--- config.mk ---
export PLATFORM = sky130hd
export DESIGN_NAME = fetch_stage
export DESIGN_NICKNAME = d
export VERILOG_FILES = /design/src/rtl/fetch_stage.sv
export SDC_FILE = /design/constraint.sdc
export NUM_CORES = 2
export LEC_CHECK = 0
export BUFFER_PORTS_ARGS = -buffer_cell sky130_fd_sc_hd__buf_2
export CAP_MARGIN = 20
export CORE_MARGIN = 3
export CORE_UTILIZATION = 55
export CTS_CLUSTER_SIZE = 8
export DETAILED_ROUTE_END_ITERATION = 10
export GPL_ROUTABILITY_DRIVEN = 0
export PLACE_DENSITY = 0.77
export SYNTH_ARGS = -nofsm -noshare
export SYNTH_HDL_FRONTEND = slang
export SYNTH_SLANG_ARGS = --single-unit
--- constraint.sdc ---
create_clock -name clk -period 3.47 [get_ports clk]
set_clock_uncertainty 0.1 [all_clocks]
set_input_delay 0 -clock clk [delete_from_list [all_inputs] [get_ports clk]]
set_output_delay 0 -clock clk [all_outputs]
set_load 0.03 [all_outputs]
--- src/rtl/fetch_stage.sv ---
// Instruction-fetch stage: PC, writable instruction memory, IF/ID register.
// A jump redirect from EX reloads the PC and puts one bubble into IF/ID; stall freezes everything except memory writes.
module fetch_stage #(
  parameter int PC_WIDTH    = 8,
  parameter int INSTR_WIDTH = 8,
  parameter int IMEM_DEPTH  = 2**PC_WIDTH
) (
  input  logic                   clk,
  input  logic                   rst_n,
  input  logic                   stall,
  input  logic                   PC_Select,
  input  logic [PC_WIDTH-1:0]    jump_target,
  input  logic                   imem_we,
  input  logic [PC_WIDTH-1:0]    imem_waddr,
  input  logic [INSTR_WIDTH-1:0] imem_wdata,
  output logic [PC_WIDTH-1:0]    pc_IF,
  output logic [INSTR_WIDTH-1:0] instr_ID,
  output logic [PC_WIDTH-1:0]    pc_ID,
  output logic [1:0]             opcode_ID,
  output logic                   valid_ID,
  output logic [15:0]            fetch_count
);

  localparam logic [PC_WIDTH-1:0] PC_ONE = {{(PC_WIDTH-1){1'b0}}, 1'b1};

  logic [INSTR_WIDTH-1:0] imem [IMEM_DEPTH];
  logic [INSTR_WIDTH-1:0] fetch_word;

  // Program contents survive reset, so this memory has no reset branch.
  always_ff @(posedge clk) begin
    if (imem_we) begin
      imem[imem_waddr] <= imem_wdata;
    end
  end

  // Read happens before the write on the same edge takes effect: same-address fetch sees the old word.
  assign fetch_word = imem[pc_IF];

  always_ff @(posedge clk or negedge rst_n) begin
    if (!rst_n) begin
      pc_IF       <= '0;
      instr_ID    <= '0;
      pc_ID       <= '0;
      valid_ID    <= 1'b0;
      fetch_count <= '0;
    end else if (PC_Select) begin
      // Redirect wins over stall; the squashed slot becomes an all-zero bubble.
      pc_IF    <= jump_target;
      instr_ID <= '0;
      pc_ID    <= '0;
      valid_ID <= 1'b0;
    end else if (!stall) begin
      pc_IF       <= pc_IF + PC_ONE;
      instr_ID    <= fetch_word;
      pc_ID       <= pc_IF;
      valid_ID    <= 1'b1;
      fetch_count <= fetch_count + 16'd1;
    end
  end

  assign opcode_ID = instr_ID[INSTR_WIDTH-1 -: 2];

endmodule
======== Yosys cells after proc, flatten, opt, wreduce, memory -nomap -nowiden ========
Memory sizes are Yosys's and may differ from the RTL's.
Cells that the tools add are included.
storage, ports and cells
  bits in registers ....................... 41
  memory bits (writable) .................. 2048
  input bits .............................. 29
  logic and storage cells ................. 22
  memories kept ........................... 1
operators by class
  add/subtract/negate cells ............... 2
  equal/unequal tests ..................... 1
  mux-type cells .......................... 10
  bitwise logic cells ..................... 2
  reductions and logical operators ........ 1
memories
  name  depth  width  rd ports  clocked after memory_dff  wr ports  line  source
  imem  256    8      1         0                         1         26    logic [INSTR_WIDTH-1:0] imem [IMEM_DEPTH];
operators by type and width
  cell                   count
  $mux 8                 6
  $add 16x1->16 const B  1
  $add 8x1->8 const B    1
  $mux 1                 4
  $ne 2x1->1 const B     1
  $not 1->1              2
  $reduce_and 2->1       1

======== Depth between registers and ports, before layout ========
  depth in word-level cells ............... 3
  mapped depth ............................ 12
  gate-level depth less buffers ........... 7

======== Least setup slack after synthesis ========
No wires, ideal clock.
  path type ............................... register to register
  from .................................... reg pc_IF[0]
  to ...................................... reg instr_ID[0]
  arrival time ............................ 2652 ps
  data required time ...................... 3234 ps
  setup slack ............................. 581 ps
  cell stages (with the launch flop) ...... 8
  path buffers ............................ 3
  period minus slack after synthesis ...... 2889 ps
  cells stage by stage .................... dfrtp_1 buf_4 buf_2 buf_4 mux4_2 mux4_2 a221oi_1 a31oi_1
on the way
  longest elaborated chain between the ends .. 3
ends and longest elaborated chain
  element                 line  source
  start, declared         16    output logic [PC_WIDTH-1:0] pc_IF,
  start signal, assigned  48    pc_IF <= jump_target;
  start signal, assigned  53    pc_IF <= pc_IF + PC_ONE;
  $mem_v2 256x8           -
  $mux 8                  52    end else if (!stall) begin
  $mux 8                  46    end else if (PC_Select) begin
  end signal, assigned    54    instr_ID <= fetch_word;
  end, declared           17    output logic [INSTR_WIDTH-1:0] instr_ID,
No other way between the ends. The select of a mux whose other input is x is not followed.
A chain may end at the register's enable or synchronous reset.

======== Worst setup path in the final report ========
  from .................................... reg pc_IF[1]
  to ...................................... reg instr_ID[7]
Same word-level chain as after synthesis.

==> flow_summary.yaml <==
worst_setup_path:
  cpPeakStageDelay_ns: 0.50
  cp.arrival_ns: 4.07
  crit_fanout: 55
  path_class: "reg -> reg"
  start_kind: "register"
  r2r_cells: 9
  end_kind: "register"
  slowest_stage: "dfrtp_4"
  worstPathRequired_ns: 4.14
  path_cells: "buf_12, buf_4, mux4_2, nand2_1, nand4b_1, o2111ai_1, a31oi_1, o21ai_0, a311oi_1"
detailed_routing:
  wirelength_mm: 219
  vias_per_cell: 6.85
  antenna_left: 0
  drc: 0
  wl_per_cell_microns: 34.4
  drt_pass1_iterations: 6
  vias: 43700
  drt_first_iter_violations: 6754
die:
  initial_utilization: 0.557
  core_area_sq_mm: 0.146
  num_rows: 140
  chipHeight_microns: 391
  die_area_sq_mm: 0.153
  ios: 72
  die_w_microns: 391
synth:
  yosysWarnings: 0
  synthDistinctLibCells: 70
  syn_inst: 3868
  synth-seq-cells: 2089
  async_flop_share: 0.0196
  synth_edf_count: 2048
  ys_seq_area_frac: 0.767
  synth_area_per_cell_sq_um: 21.1
  syn_area_sq_mm: 0.0816
  syn_nets: 3899
  synth_top_flop_cell: "edfxtp_1"
clock_network:
  cts-root-buf: "clkbuf_16"
  cts_buffers: 311
  clock_latency_ns: 0.92
  cts_tree: "yes"
  ctsHtreeMaxLevel: 5
  clkTransAtPathRegs_ns: 0.05
  cts_sinks: 2089
  cts.path.max_buffers: 4
cells_and_area:
  final_core_util: 0.647
  final_common_cell: "edfxtp_1"
  final_nets: 4395
  syn2layout_area_growth_pct: 16.2
  drive_above_1_share: 0.276
  finalNonFillerCells: 6376
  final_cell_mix: "2,048 x edfxtp_1, 504 x mux4_2, 318 x clkbuf_16"
timing:
  fmax_mhz: 294
  worstMarginPinSlew_ns: 1.12
  period_share: 0.981
  setup_violations: 0
  hold_ws_ns: 0.105
  rsz0062_at_grt: "no"
  setup-tns-final_ns: 0
  slew_headroom: 0.254
  hold_viol_final: 0
  finalCriticalPeriod_ns: 3.41
  maxSlewViolCount: 0
global_routing:
  grt_pass1_wl_mm: 317
  grt_usage: 0.291
  grt_use_met1: 0.396
  grt_max_degree: 133
  met3_usage: 0.0870
  grt_antenna_before_repair: 17
  grt_pass1_vias: 44500
  met2_usage: 0.435
  grt-ovfl-total: 0
  busiest_layer: "met2"
min_path:
  hp-class: "in -> async"
run_status:
  outcome: "complete, no violations"
power_and_ir_drop:
  power_mw: 60.2
  power.density_mw_per_mm2: 635
  power_leakage_nw: 30.4
  ir_drop_mv: 0.496
placed_design:
  place_inst: 5909
  portBuffers: 71
  dpl.hpwl_mm: 127
job:
  cap_violations: 0
## layout make-up
type,instances,area (sq um)
clock inverters,5,51.3
well taps,1917,2400
fillers,8968,51600
diodes,9,22.5
flip-flops and latches,2089,62500
clock buffers,394,8240
repair buffers,419,3810
inverters,7,28.8
multi-input cells,1536,17700
## per-stage QoR
step | instance area (sq um) | setup WS (ns)
after floorplan | 81600 | 0.581
after CTS | 94800 | 0.00748
after global routing | 94800 | 0.0360
after global placement | 85900 | -0.126
final | 94800 | 0.0645
after detailed placement | 85900 | -0.166
## power by group
group / internal [mW] / switching [mW]
sequential: 27.9 / 0.167
clock: 16.3 / 9.97
combinational: 2.41 / 3.49
total: 46.6 / 13.6
## timing repair
item	in CTS	in global routing
endpoints found under the setup margin	3	3
setup buffers	0	2
hold endpoints to repair	1675	0
hold buffers	57	0
resized for setup	5	4
## cell families after synthesis
kind of cell | after synthesis | share of synthesized area
AOI/OAI and AO/OA | 289 | 0.0250
xor gates and xnor gates | 22 | 0.00236
adders and majority gates | 2 | 0.000307
buffers and inverters | 243 | 0.0166
DFF | 2089 | 0.767
muxes | 664 | 0.159
and+or+nand+nor | 559 | 0.0302
## sequential cells by signal, indices dropped and copies added, names as in the netlist
signal       count
pc_ID            8
instr_ID         8
valid_ID         1
imem          2048
pc_IF            8
fetch_count     16
## cells in the mapped netlist, types with 4 or more instances
master,instances,area share
a2111oi_0,4,0.00043
a211oi_1,11,0.0010
a21oi_1,59,0.0036
a221oi_1,17,0.0018
a22o_1,7,0.00075
a22oi_1,24,0.0022
a311oi_1,4,0.00043
a31oi_1,9,0.00069
and2_1,4,0.00031
and3_1,6,0.00046
buf_1,25,0.0012
buf_2,63,0.0039
buf_4,17,0.0016
buf_6,33,0.0046
clkbuf_1,94,0.0043
dfrtp_1,41,0.013
edfxtp_1,2048,0.75
inv_1,5,0.00023
mux2_2,8,0.0011
mux2i_1,152,0.019
mux4_2,504,0.14
nand2_1,92,0.0042
nand2b_1,10,0.00077
nand3_1,47,0.0029
nand4_1,14,0.0011
nor2_1,303,0.014
nor2b_1,26,0.0020
nor3_1,24,0.0015
nor4_1,5,0.00038
o21ai_0,33,0.0020
o221ai_1,49,0.0053
o22a_1,5,0.00054
o22ai_1,38,0.0029
o31ai_1,4,0.00037
or2_2,5,0.00038
xnor2_1,18,0.0019
xor2_1,4,0.00043
## layer usage
| metal | up-vias | wire, microns | share of wire |
|---|---|---|---|
| met3 | 612 | 29900 | 0.14 |
| met5 | - | 48 | 0.00022 |
| met1 | 22400 | 77000 | 0.35 |
| li1 | 17000 | - | - |
| met2 | 3624 | 101000 | 0.46 |
| met4 | 8 | 11100 | 0.051 |
## critical path: cells and delay by family (launching register included)
family                 cells  cell delay (ns)
buffers and inverters      2             0.76
AOI/OAI and AO/OA          4             1.01
and+or+nand+nor            2             0.43
DFF                        1             0.50
muxes                      1             0.39
## final timing paths
check / from / endpoint / slack (ns)
setup reg to reg: pc_IF[1]$_DFFE_PN0P_ / instr_ID[7]$_DFFE_PN0P_ / 0.06
min in group clk: imem_waddr[5] / imem[113][5]$_DFFE_PP_ / 0.12
hold reg to reg: fetch_count[15]$_DFFE_PN0P_ / fetch_count[15]$_DFFE_PN0P_ / 0.37
hold / removal: rst_n / instr_ID[6]$_DFFE_PN0P_ / 0.10
max in group asynchronous: rst_n / pc_IF[2]$_DFFE_PN0P_ / 2.89
setup / recovery: pc_IF[1]$_DFFE_PN0P_ / instr_ID[7]$_DFFE_PN0P_ / 0.06
Note: power is estimated with default switching activity, not from simulation.
